## src/rtl/segre_pkg.sv

```systemverilog
`default_nettype none
// ============================================================================
// Module      : segre_pkg
// Description : Shared types and constants for the segre memory arbiter.
// Revision    : 1.0 - initial release
// ============================================================================
package segre_pkg;

    localparam int MEM_LINE_SIZE     = 128;
    localparam int DEFAULT_NUM_PORTS = 2;

    typedef enum logic [1:0] {
        IDLE = 2'd0,
        BUSY = 2'd1,
        RESP = 2'd2
    } arb_state_e;

endpackage
`default_nettype wire

```

## src/rtl/segre_arb_picker.sv

```systemverilog
`default_nettype none
// ============================================================================
// Module      : segre_arb_picker
// Description : Combinational rotating priority encoder; scans requests
//               starting at i_start, returns one-hot winner and its index.
// Revision    : 1.0 - initial release
// ============================================================================
module segre_arb_picker #(
    parameter int NUM_PORTS = 2,
    parameter int IDX_W     = $clog2(NUM_PORTS)
) (
    input  logic [NUM_PORTS-1:0] i_req,
    input  logic [IDX_W-1:0]     i_start,
    output logic [NUM_PORTS-1:0] o_onehot,
    output logic [IDX_W-1:0]     o_idx,
    output logic                 o_valid
);

    int               w_sum;
    logic [IDX_W-1:0] w_pos;

    always_comb begin
        o_onehot = '0;
        o_idx    = '0;
        o_valid  = 1'b0;
        w_sum    = 0;
        w_pos    = '0;
        for (int k = 0; k < NUM_PORTS; k++) begin
            // Position k steps after the start, wrapped into the port range.
            w_sum = int'(i_start) + k;
            if (w_sum >= NUM_PORTS) begin
                w_sum = w_sum - NUM_PORTS;
            end
            w_pos = IDX_W'(w_sum);
            if (!o_valid && i_req[w_pos]) begin
                o_valid         = 1'b1;
                o_idx           = w_pos;
                o_onehot[w_pos] = 1'b1;
            end
        end
    end

endmodule
`default_nettype wire

```

## src/rtl/segre_mem_arbiter.sv

```systemverilog
`default_nettype none
// ============================================================================
// Module      : segre_mem_arbiter
// Description : N-port line arbiter in front of a single main-memory port.
//               Define SEGRE_ARB_ROUND_ROBIN_EN for round-robin arbitration;
//               otherwise fixed priority, lowest index wins.
// Revision    : 1.0 - initial release
// ============================================================================
module segre_mem_arbiter
    import segre_pkg::*;
#(
    parameter int NUM_PORTS = DEFAULT_NUM_PORTS,
    parameter int ADDR_SIZE = 32,
    parameter int LINE_SIZE = MEM_LINE_SIZE
) (
    input  logic                                clk_i,
    input  logic                                rsn_i,
    input  logic [NUM_PORTS-1:0]                req_i,
    input  logic [NUM_PORTS-1:0]                we_i,
    input  logic [NUM_PORTS-1:0][ADDR_SIZE-1:0] addr_i,
    input  logic [NUM_PORTS-1:0][LINE_SIZE-1:0] wdata_i,
    output logic [NUM_PORTS-1:0]                gnt_o,
    output logic [NUM_PORTS-1:0]                rvalid_o,
    output logic [LINE_SIZE-1:0]                rdata_o,
    output logic                                mem_req_o,
    output logic                                mem_we_o,
    output logic [ADDR_SIZE-1:0]                mem_addr_o,
    output logic [LINE_SIZE-1:0]                mem_wdata_o,
    input  logic                                mem_ack_i,
    input  logic [LINE_SIZE-1:0]                mem_rdata_i,
    output logic                                busy_o
);

    localparam int c_IDX_W = $clog2(NUM_PORTS);

    arb_state_e           r_state;
    arb_state_e           w_state_next;
    logic [c_IDX_W-1:0]   w_start;
    logic [c_IDX_W-1:0]   w_win_idx;
    logic [NUM_PORTS-1:0] w_win_oh;
    logic                 w_win_valid;
    logic                 w_accept;
    logic [NUM_PORTS-1:0] r_owner_oh;
    logic                 r_gnt;
    logic                 r_we;
    logic [ADDR_SIZE-1:0] r_addr;
    logic [LINE_SIZE-1:0] r_wdata;
    logic [LINE_SIZE-1:0] r_rdata;

    assign w_accept = (r_state == IDLE) && w_win_valid;

`ifdef SEGRE_ARB_ROUND_ROBIN_EN
    logic [c_IDX_W-1:0] r_last;

    always_ff @(posedge clk_i) begin
        if (rsn_i) begin
            r_last <= c_IDX_W'(NUM_PORTS - 1);
        end else if (w_accept) begin
            r_last <= w_win_idx;
        end
    end

    assign w_start = (int'(r_last) == NUM_PORTS - 1) ? '0 : r_last + 1'b1;
`else
    assign w_start = '0;
`endif

    segre_arb_picker #(
        .NUM_PORTS (NUM_PORTS),
        .IDX_W     (c_IDX_W)
    ) u_picker (
        .i_req    (req_i),
        .i_start  (w_start),
        .o_onehot (w_win_oh),
        .o_idx    (w_win_idx),
        .o_valid  (w_win_valid)
    );

    always_ff @(posedge clk_i) begin
        if (rsn_i) begin
            r_state <= IDLE;
        end else begin
            r_state <= w_state_next;
        end
    end

    always_comb begin
        w_state_next = r_state;
        case (r_state)
            IDLE:    if (w_win_valid) w_state_next = BUSY;
            BUSY:    if (mem_ack_i)   w_state_next = RESP;
            RESP:    w_state_next = IDLE;
            default: w_state_next = IDLE;
        endcase
    end

    // Request is captured once at acceptance so mem_* stay stable in BUSY.
    always_ff @(posedge clk_i) begin
        if (rsn_i) begin
            r_gnt      <= 1'b0;
            r_owner_oh <= '0;
            r_we       <= 1'b0;
            r_addr     <= '0;
            r_wdata    <= '0;
            r_rdata    <= '0;
        end else begin
            r_gnt <= w_accept;
            if (w_accept) begin
                r_owner_oh <= w_win_oh;
                r_we       <= we_i[w_win_idx];
                r_addr     <= addr_i[w_win_idx];
                r_wdata    <= wdata_i[w_win_idx];
            end
            if ((r_state == BUSY) && mem_ack_i) begin
                r_rdata <= mem_rdata_i;
            end
        end
    end

    always_comb begin
        gnt_o     = r_gnt ? r_owner_oh : '0;
        rvalid_o  = (r_state == RESP) ? r_owner_oh : '0;
        mem_req_o = (r_state == BUSY);
        busy_o    = (r_state != IDLE);
    end

    assign mem_we_o    = r_we;
    assign mem_addr_o  = r_addr;
    assign mem_wdata_o = r_wdata;
    assign rdata_o     = r_rdata;

endmodule
`default_nettype wire

```

## config.mk

```make
export PLATFORM = sky130hd
export DESIGN_NAME = segre_mem_arbiter
export DESIGN_NICKNAME = d
export VERILOG_FILES = /design/src/rtl/segre_pkg.sv /design/src/rtl/segre_arb_picker.sv /design/src/rtl/segre_mem_arbiter.sv
export SDC_FILE = /design/constraint.sdc
export NUM_CORES = 1
export LEC_CHECK = 0
export ABC_AREA = 1
export ABC_CLOCK_PERIOD_IN_PS = 1200
export CAP_MARGIN = 20
export CORE_AREA = 5 5 292 294
export DETAILED_ROUTE_END_ITERATION = 12
export DIE_AREA = 0 0 297 299
export PLACE_DENSITY = 0.5
export SLEW_MARGIN = 20
export SYNTH_ARGS = -nofsm -noshare
export SYNTH_HDL_FRONTEND = slang
export SYNTH_SLANG_ARGS = --single-unit
```

## constraint.sdc

```tcl
create_clock -name clk_i -period 1.2 [get_ports clk_i]
set_input_delay 0.12 -clock clk_i [delete_from_list [all_inputs] [get_ports clk_i]]
set_output_delay 0.12 -clock clk_i [all_outputs]
set_load 0.05 [all_outputs]
```

==> run metrics <==
final worst hold slack 0.106 ns; number of distinct library cells after synthesis 12; critical path capture point type output port; count of buffers from port buffering 749; met3 Track Usage GR 0.0540; data required time of the worst path 1.08 ns; routed via count divided by cell count 4.12; worst setup slack before clock tree synthesis -0.548 ns; count of routing violations after the opening detailed-route iteration 730; Pins Over Slew Limit 0; worst setup slack for register-to-register paths -0.38 ns; CTS clk-pin slew, worst paths 0.06 ns; Syn Nets 2791; dpl cells 4133; Layout Cell Area excl Fill 0.0306 mm2; Max Fclk 622 MHz; Fin. Hold Viols 0; post-synthesis average cell area 6.15 um2; fraction of the yosys area taken by sequential cells 0.410; largest net degree at the start of global routing 92; clock net sink count 294; placement-stage cell area 0.0272 mm2; GR Util All Layers 0.159; RSZ-0062 raised after global routing true; Area Growth Syn to Fin 113%; critical path startpoint r_state[1]; master cell of the clock root buffer sky130_fd_sc_hd__clkbuf_16; Critical Path AT 1.49 ns; ratio of final minimum period to clock period 1.34; TritonCTS clock tree built; area of the core 0.0826 mm2; top cell family by delay on the critical path buffers and inverters; endpoint of the lowest-slack register-to-register path mem_addr_o[21]; transition at the pin with the smallest max-transition slack 0.547 ns; Initial Util 0.174; path type of the worst min-delay path input pin to register; Vert. Die Dim 299 um; count of buffer and inverter cells on the critical path 4; final weighted congestion in routability-driven placement 0.852; clock latency reported for the late side of the worst-skew pair 0.57 ns; Max IR drop VDD 1.10 mV; post-detailed-placement half-perimeter wirelength 56500 um; terminating pin of the worst hold path r_owner_oh[1]; number of core rows 106; setup violation total in the final timing report 455; outcome finished, violations left; Worst path slowest cell sky130_fd_sc_hd__dfxtp_4; global-route wire length before repair 109000 um; final core area utilization 0.370; Max Cap Viol 0; failing checks negative setup slack; DR pass1 iterations 5; Worst slew margin 0.635; yosys warns 0; highest net fanout along the worst path 4; total vias in the final route 17600; worst hold path cell count 4; GR Util met1 0.183; CP dominant cell by count sky130_fd_sc_hd__buf_6; number of antenna violations at the first check in global routing 10; longest individual stage delay on the worst path 0.37 ns; vias in the first global route 17200; Register-to-Register Path Depth 9; CP cell instances nor2_4 -> buf_12 -> buf_6 -> inv_2 -> buf_6; LEAKAGE 0.0134 uW; number of nets at the end of the flow 3613; grt peak-use layer met2; Longest Clk Path Bufs 3; Period minus WS final 1.61 ns; Final Skew 0.0217 ns; # fillers 8560; Inserted Clock Buffers 40; die outline width 297 um; htree depth 2; Worst R2R Start r_state[1]; critical setup path kind register to output port; post-synth design cell area 0.0144 mm2; die area 0.0888 mm2; final non-filler cell total 4275; average wire length per cell after detail routing 18.5 um; fin worst setup slack -0.408 ns; number of placed I/O pins 750; global routing usage on met2 0.280; CP startpoint kind register; drc violations 0; synthesized instance count 2336; Power Density 1230 mW/mm2; launch point of the worst hold path req_i[1]; Congestion Overflow GR 0; remaining antenna violation count after routing 0; share of final-layout standard cells stronger than drive strength 1 0.230; post-synthesis register bit count 294; Routed WL 79300 um
worst register-to-register path, delay by kind of cell, from the launching register on:
| family | cells | cell delay (ns) |
|---|---|---|
| DFF | 1 | 0.37 |
| buffers and inverters | 5 | 0.76 |
| and+or+nand+nor | 4 | 0.34 |
sequential cells by signal, summed over array words and instances, names as in the netlist:
register	flops
mem_addr_o	32
rdata_o	128
r_owner_oh	2
r_gnt	1
mem_we_o	1
mem_wdata_o	128
r_state	2
through the flow:
step	TNS (ns)	total power, uW
floorplan	-5.41	17200
global placement	-94.86	24600
detailed placement	-93.14	24600
CTS	-88.57	37100
global route	-131.15	39600
finish	-88.80	37800
cells in the mapped netlist:
master | n | area, um2
sky130_fd_sc_hd__nor2_1 | 489 | 1840
sky130_fd_sc_hd__nand2_1 | 459 | 1720
sky130_fd_sc_hd__nand3_1 | 450 | 2250
sky130_fd_sc_hd__inv_1 | 329 | 1230
sky130_fd_sc_hd__dfxtp_1 | 294 | 5890
sky130_fd_sc_hd__a21oi_1 | 131 | 656
sky130_fd_sc_hd__clkbuf_1 | 78 | 293
sky130_fd_sc_hd__buf_2 | 59 | 295
sky130_fd_sc_hd__buf_1 | 41 | 154
sky130_fd_sc_hd__inv_2 | 3 | 11.3
sky130_fd_sc_hd__nand2_2 | 2 | 12.5
sky130_fd_sc_hd__nor2_2 | 1 | 6.26
where the power goes:
group | internal (uW) | switching [uW] | total (uW)
sequential | 10600 | 910 | 11500
combinational | 7140 | 7250 | 14400
clock | 7000 | 4860 | 11900
total | 24800 | 13000 | 37800
worst max path at each step:
stage                    endpoint  slack (ns)  depth (start not counted)
finish                     busy_o       -0.41                          5
detailed placement  mem_addr_o[2]       -0.55                          8
CTS                     mem_req_o       -0.46                          6
global route               busy_o       -0.48                          5
floorplan           mem_addr_o[0]       -0.08                          6
global placement    mem_addr_o[2]       -0.56                          8
cells by family after synthesis:
family	count (synthesis)	share of synthesized area
flip-flops	294	0.410
buffers and inverters	510	0.138
AND/OR/NAND/NOR	1401	0.406
AO/OA/AOI/OAI	131	0.0457
cell usage in the layout, fill, tap and decap left out, types with 72 or more instances in the layout:
master	count
sky130_fd_sc_hd__buf_4	78
sky130_fd_sc_hd__nand3_1	420
sky130_fd_sc_hd__clkdlybuf4s50_1	451
sky130_fd_sc_hd__a21oi_1	97
sky130_fd_sc_hd__clkbuf_16	72
sky130_fd_sc_hd__dfxtp_1	292
sky130_fd_sc_hd__buf_12	352
sky130_fd_sc_hd__nor2_1	472
sky130_fd_sc_hd__nand2_1	384
sky130_fd_sc_hd__inv_1	327
layer usage:
layer  vias up  share of wire
met2       582           0.50
met1      8093           0.39
met5         -        0.00028
met4         4          0.026
met3        95          0.076
li1       8838              -
timing repair:
action,in CTS,in global routing
hold endpoints to repair,1,0
gates resized for setup,58,205
pin swaps,12,93
endpoints found under the setup margin,589,589
buffers inserted,9,11
cloned,3,39
hold buffers,1,0
area by class of cell:
class / instances / area (um2) / share of cell area
repair buffers: 952 / 13500 / 0.442
flip-flops and latches: 294 / 5890 / 0.193
multi-input cells: 1538 / 7270 / 0.238
well taps: 1080 / 1350 / 0.0442
inverters: 332 / 1260 / 0.0411
clock buffers: 62 / 1220 / 0.0400
diodes: 8 / 20.0 / 0.000655
clock inverters: 9 / 58.8 / 0.00192
Power figures use the tool's default switching activity.
